### src/rtl/sha3_pkg.sv
// Shared SHA3 padder types and constants: variant encoding, rate table,
// padding byte values and the padder state encoding.
package sha3_pkg;

  typedef enum logic [1:0] {
    SHA3_224 = 2'd0,
    SHA3_256 = 2'd1,
    SHA3_384 = 2'd2,
    SHA3_512 = 2'd3
  } sha3_variant_t;

  // Rate in bytes, indexed by sha3_variant_t.
  localparam int unsigned SHA3_RATE_BYTES [4] = '{144, 136, 104, 72};

  localparam logic [7:0] SHA3_DS  = 8'h06;
  localparam logic [7:0] SHA3_END = 8'h80;

  typedef enum logic [1:0] {
    ST_IDLE   = 2'd0,
    ST_ABSORB = 2'd1,
    ST_PAD    = 2'd2
  } sha3_state_t;

endpackage

### src/rtl/sha3_pad_merge.sv
// Combinational padding merge: keeps the low n bytes of a word, places the
// domain-separation byte at byte n and optionally closes the block with 0x80.
module sha3_pad_merge
  import sha3_pkg::*;
#(
  parameter int DATA_WIDTH = 16,
  parameter int NW         = $clog2(DATA_WIDTH / 8 + 1)
) (
  input  logic [DATA_WIDTH-1:0] word,
  input  logic [NW-1:0]         n,
  input  logic                  pad_first,
  input  logic                  is_last_word,
  output logic [DATA_WIDTH-1:0] padded
);

  localparam int B = DATA_WIDTH / 8;

  always_comb begin
    padded = '0;
    for (int i = 0; i < B; i++) begin
      if (i < int'(n)) begin
        padded[8*i +: 8] = word[8*i +: 8];
      end else if (i == int'(n) && pad_first) begin
        padded[8*i +: 8] = SHA3_DS;
      end
    end
    if (is_last_word) begin
      padded[DATA_WIDTH-1 -: 8] = padded[DATA_WIDTH-1 -: 8] | SHA3_END;
    end
  end

endmodule

### src/rtl/sha3_axis_padder.sv
// AXI-Stream SHA3 padder: forwards message words, appends 0x06..0x80 padding
// and frames the output into rate-sized blocks for the latched variant.
module sha3_axis_padder
  import sha3_pkg::*;
#(
  parameter int DATA_WIDTH = 16
) (
  input  logic                    ACLK,
  input  logic                    ARESETn,
  input  logic [DATA_WIDTH-1:0]   s_axis_tdata,
  input  logic [DATA_WIDTH/8-1:0] s_axis_tkeep,
  input  logic [1:0]              s_axis_tuser,
  input  logic                    s_axis_tlast,
  input  logic                    s_axis_tvalid,
  output logic                    s_axis_tready,
  output logic [DATA_WIDTH-1:0]   m_axis_tdata,
  output logic                    m_axis_tlast,
  output logic [2:0]              m_axis_tuser,
  output logic                    m_axis_tvalid,
  input  logic                    m_axis_tready,
  output sha3_state_t             dbg_state
);

  localparam int B  = DATA_WIDTH / 8;
  localparam int NW = $clog2(B + 1);

  localparam logic [7:0] LAST_IDX [4] = '{
    8'(SHA3_RATE_BYTES[0] / B - 1), 8'(SHA3_RATE_BYTES[1] / B - 1),
    8'(SHA3_RATE_BYTES[2] / B - 1), 8'(SHA3_RATE_BYTES[3] / B - 1)
  };

  sha3_state_t   state_q, state_d;
  sha3_variant_t variant_q;
  logic          pad_first_q, pad_first_d;
  logic [7:0]    word_cnt_q;

  logic [1:0]            variant_eff;
  logic                  out_free, in_fire, pad_fire, at_last, short_last, close_blk;
  logic [NW-1:0]         n_in, merge_n;
  logic [DATA_WIDTH-1:0] merge_word, merged;
  logic                  merge_pf;

  // Number of contiguous valid bytes from byte 0; bytes above a gap are ignored.
  function automatic logic [NW-1:0] keep_run(input logic [B-1:0] keep);
    logic [NW-1:0] cnt;
    logic          run;
    cnt = '0;
    run = 1'b1;
    for (int i = 0; i < B; i++) begin
      run = run & keep[i];
      cnt = cnt + NW'(run);
    end
    return cnt;
  endfunction

  // Handshake: a transfer happens on a rising edge where valid && ready.
  // The single output register accepts a new word when empty or draining
  // (!m_axis_tvalid || m_axis_tready); input is stalled while padding.
  assign out_free      = !m_axis_tvalid || m_axis_tready;
  assign s_axis_tready = (state_q != ST_PAD) && out_free;
  assign in_fire       = s_axis_tvalid && s_axis_tready;
  assign pad_fire      = (state_q == ST_PAD) && out_free;
  assign variant_eff   = (state_q == ST_IDLE) ? s_axis_tuser : variant_q;
  assign at_last       = (word_cnt_q == LAST_IDX[variant_eff]);
  assign n_in          = s_axis_tlast ? keep_run(s_axis_tkeep) : NW'(B);
  assign short_last    = s_axis_tlast && (n_in < NW'(B));
  assign close_blk     = at_last && ((state_q == ST_PAD) || short_last);
  assign dbg_state     = state_q;

  assign merge_word = (state_q == ST_PAD) ? '0 : s_axis_tdata;
  assign merge_n    = (state_q == ST_PAD) ? '0 : n_in;
  assign merge_pf   = (state_q == ST_PAD) ? pad_first_q : 1'b1;

  sha3_pad_merge #(.DATA_WIDTH(DATA_WIDTH), .NW(NW)) u_merge (
    .word         (merge_word),
    .n            (merge_n),
    .pad_first    (merge_pf),
    .is_last_word (close_blk),
    .padded       (merged)
  );

  always_comb begin
    state_d     = state_q;
    pad_first_d = pad_first_q;
    case (state_q)
      ST_IDLE, ST_ABSORB: begin
        if (in_fire) begin
          if (!s_axis_tlast) begin
            state_d = ST_ABSORB;
          end else if (short_last) begin
            state_d     = at_last ? ST_IDLE : ST_PAD;
            pad_first_d = 1'b0;
          end else begin
            state_d     = ST_PAD;
            pad_first_d = 1'b1;
          end
        end
      end
      ST_PAD: begin
        if (pad_fire) begin
          pad_first_d = 1'b0;
          if (at_last) state_d = ST_IDLE;
        end
      end
      default: state_d = ST_IDLE;
    endcase
  end

  always_ff @(posedge ACLK) begin
    if (!ARESETn) begin
      state_q       <= ST_IDLE;
      variant_q     <= SHA3_224;
      pad_first_q   <= 1'b0;
      word_cnt_q    <= '0;
      m_axis_tdata  <= '0;
      m_axis_tlast  <= 1'b0;
      m_axis_tuser  <= '0;
      m_axis_tvalid <= 1'b0;
    end else begin
      state_q     <= state_d;
      pad_first_q <= pad_first_d;
      if (in_fire && state_q == ST_IDLE) begin
        variant_q <= sha3_variant_t'(s_axis_tuser);
      end
      if (in_fire || pad_fire) begin
        m_axis_tdata  <= merged;
        m_axis_tlast  <= at_last;
        m_axis_tuser  <= {variant_eff, close_blk};
        m_axis_tvalid <= 1'b1;
        word_cnt_q    <= at_last ? 8'd0 : word_cnt_q + 8'd1;
      end else if (m_axis_tready) begin
        m_axis_tvalid <= 1'b0;
      end
    end
  end

endmodule

### config.mk
export PLATFORM = sky130hd
export DESIGN_NAME = sha3_axis_padder
export DESIGN_NICKNAME = d
export VERILOG_FILES = /design/src/rtl/sha3_pkg.sv /design/src/rtl/sha3_pad_merge.sv /design/src/rtl/sha3_axis_padder.sv
export SDC_FILE = /design/constraint.sdc
export NUM_CORES = 1
export LEC_CHECK = 0
export ABC_AREA = 1
export CAP_MARGIN = 10
export CORE_MARGIN = 2
export CORE_UTILIZATION = 45
export CTS_CLUSTER_DIAMETER = 50
export DETAILED_ROUTE_END_ITERATION = 12
export GPL_TIMING_DRIVEN = 0
export HOLD_SLACK_MARGIN = 0.15
export PLACE_DENSITY = 0.78
export SYNTH_ARGS = -nofsm -noshare
export SYNTH_HDL_FRONTEND = slang
export SYNTH_SLANG_ARGS = --single-unit
### constraint.sdc
create_clock -name ACLK -period 3.58 [get_ports ACLK]
set_input_delay 1.074 -clock ACLK [delete_from_list [all_inputs] [get_ports ACLK]]
set_output_delay 1.074 -clock ACLK [all_outputs]
set_load 0.01 [all_outputs]
==> results.tsv <==
metric	value	unit
fin_crit	3.39	ns
ys_types	26	
grt-busiest-layer	met2	
slew_headroom	65.4	%
fmax	295	MHz
die_area	3960	µm²
synth_cells	220	
nFillCells	324	
hold_path_end	m_axis_tdata[6]	
p_per_area	417	nW/µm²
drcViolationCount	0	
r2r_end	word_cnt_q[3]	
p_total	0.903	mW
initial_core_util	46.8	%
portBuffers	48	
p_leak	0.886	nW
startpoint_type	input pin	
cp_max_fo	3	
synth_area	1560	µm²
synth-edff-count	0	
met3_usage	5.95	%
rr_startpoint	dbg_state[1]	
synth_area_per_cell	7.10	µm²
final.setup.tns	0	ns
cts_setup_buffers	0	
htreeDepth	2	
numCtsBuffers	5	
grtUsageMet1	25.6	%
core	3340	µm²
arrival	2.32	ns
grt_pass1_vias	1398	
ys_warn_count	0	
cts_root_buffer	clkbuf_4	
overflow	0	
met2_usage	33.5	%
async_flop_share	0	%
seq_area	681	µm²
post_cts_resized	0	
slew_violations	0	
die_w	62.9	µm
route.vias.total	1530	
drive_above_1_share	8.70	%
synth.ff_latch_count	34	
cp-end-kind	output port	
synth_nets	246	
instances_no_fill	322	
place_inst	314	
hold_depth	2	
yosysSeqAreaShare	43.6	%
cts_tree	built	
status	finished clean	
grt_use_total	20.8	%
gp_congestion	0.847	
antennaDiodeCount	0	
holdCritStartpoint	m_axis_tdata[6]	
final.period_utilization	94.7	%
drt-total-wl	3.82	mm
worst_ep_required_time	2.51	ns
maxCapViolations	0	
worst_pin_slew	0.519	ns
ys.flop_type	dfxtp_1	
synth.most_common_cell	nand2_1	
synthTopCellsByCount	55 x nand2_1, 34 x dfxtp_1, 23 x a21oi_1, 23 x inv_1, 20 x nor2_1	
crit_type	input pin to output port	
clock_latency	0.35	ns
setup_viol	0	
dp_hpwl	2.87	mm
die_y	62.9	µm
utilization	64.9	%
vias_per_cell	4.75	
reg2reg_depth	8	
grt_max_degree	12	
ir_drop	181	µV
hold_viol	0	
hold_buffers	0	
grt_antenna_before_repair	0	
hold_class	register to register	
pin_count	49	
skew	0.0109	ns
r2r_slack	1.82	ns
multiInputGateArea	759	µm²
wire_per_inst	11.9	µm
cts_sinks	34	
synth_top_area_cell	dfxtp_1	
rows	21	
drtAntennaViolNets	0	
grt_pass1_wl	6.44	mm
clk_pin_slew_worst_paths	0.10	ns
drt-pass1-iter-count	4	
rsz0062_at_grt	false	
cts_buffer_depth	2	
yosys-top-cells-area	dfxtp_1 44%, nand2_1 13%, a21oi_1 7.4%	
initialDrtViolationCount	105	
area_growth	38.5	%
nNetsFinal	301	
synth_top_cell_area_share	43.6	%
report_power, final:
part           switching (mW)  internal, mW  total (mW)
Combinational           0.129         0.113       0.242
Sequential             0.0187         0.410       0.429
Clock                   0.137        0.0943       0.232
Total                   0.285         0.618       0.903
worst max-delay path: stages:
cell and delay, ns:
clkdlybuf4s50_1 0.46, inv_1 0.04, nand2_1 0.09, nand2_1 0.07, inv_1 0.07, clkdlybuf4s50_1 0.53
sequential cells by signal, indices dropped and copies added (netlist names):
register,cells
m_axis_tlast,1
variant_q,2
dbg_state,2
m_axis_tdata,16
m_axis_tvalid,1
word_cnt_q,8
pad_first_q,1
m_axis_tuser,3
through the flow:
step	area (µm²)	hold slack [ns]	worst slack, ns
after global routing	2160	0.485	0.116
after global placement	2100	0.437	0.187
after CTS	2160	0.472	0.179
final	2160	0.468	0.189
after detailed placement	2100	0.451	0.187
after floorplan	1560	0.421	1.18
layout make-up:
class / instances / share of cell area, %
buffer: 5 / 1.16
clock buffer: 6 / 2.37
clock inverter: 2 / 0.578
inverter: 26 / 4.51
multi-input combinational: 155 / 35.1
sequential: 34 / 31.4
tap: 46 / 2.66
timing repair buffer: 48 / 22.2
cells by family (layout without fill, tap and decap cells):
group                    Yosys count  after routing  share of synthesized area [%]
XOR/XNOR                           2              2                           1.12
AND/OR/NAND/NOR                  109            109                           31.7
buffers and inverters             31             87                           7.85
flip-flops                        34             34                           43.6
AO/OA/AOI/OAI                     43             43                           15.0
adder cells (fa/ha/maj)            1              1                          0.801
layout by cell type (no fill, tap or decap), drive strengths merged:
| cell | count |
|---|---|
| nand2 | 58 |
| a31oi | 1 |
| a21boi | 1 |
| clkinv | 2 |
| inv | 25 |
| o21ai | 12 |
| nor3b | 2 |
| a211oi | 1 |
| buf | 3 |
| a22oi | 5 |
| a21oi | 23 |
| ha | 1 |
| nand4 | 1 |
| nor3 | 4 |
| clkinvlp | 1 |
| nor2 | 28 |
| xor2 | 2 |
| clkbuf | 8 |
| nand3 | 16 |
| clkdlybuf4s50 | 48 |
| dfxtp | 34 |
worst max path at each step:
stage / cells past startpoint / endpoint / from
after detailed placement: 6 / s_axis_tready / m_axis_tready
after floorplan: 4 / s_axis_tready / m_axis_tready
after CTS: 6 / s_axis_tready / m_axis_tready
after global placement: 6 / s_axis_tready / m_axis_tready
final: 6 / s_axis_tready / m_axis_tready
after global routing: 6 / s_axis_tready / m_axis_tready
per-layer routing:
metal,wire length [µm],up-vias
li1,-,818
met5,0,-
met1,1800,673
met2,1800,34
met4,57,0
met3,166,5
No activity file was read; power rests on OpenSTA's default activity.
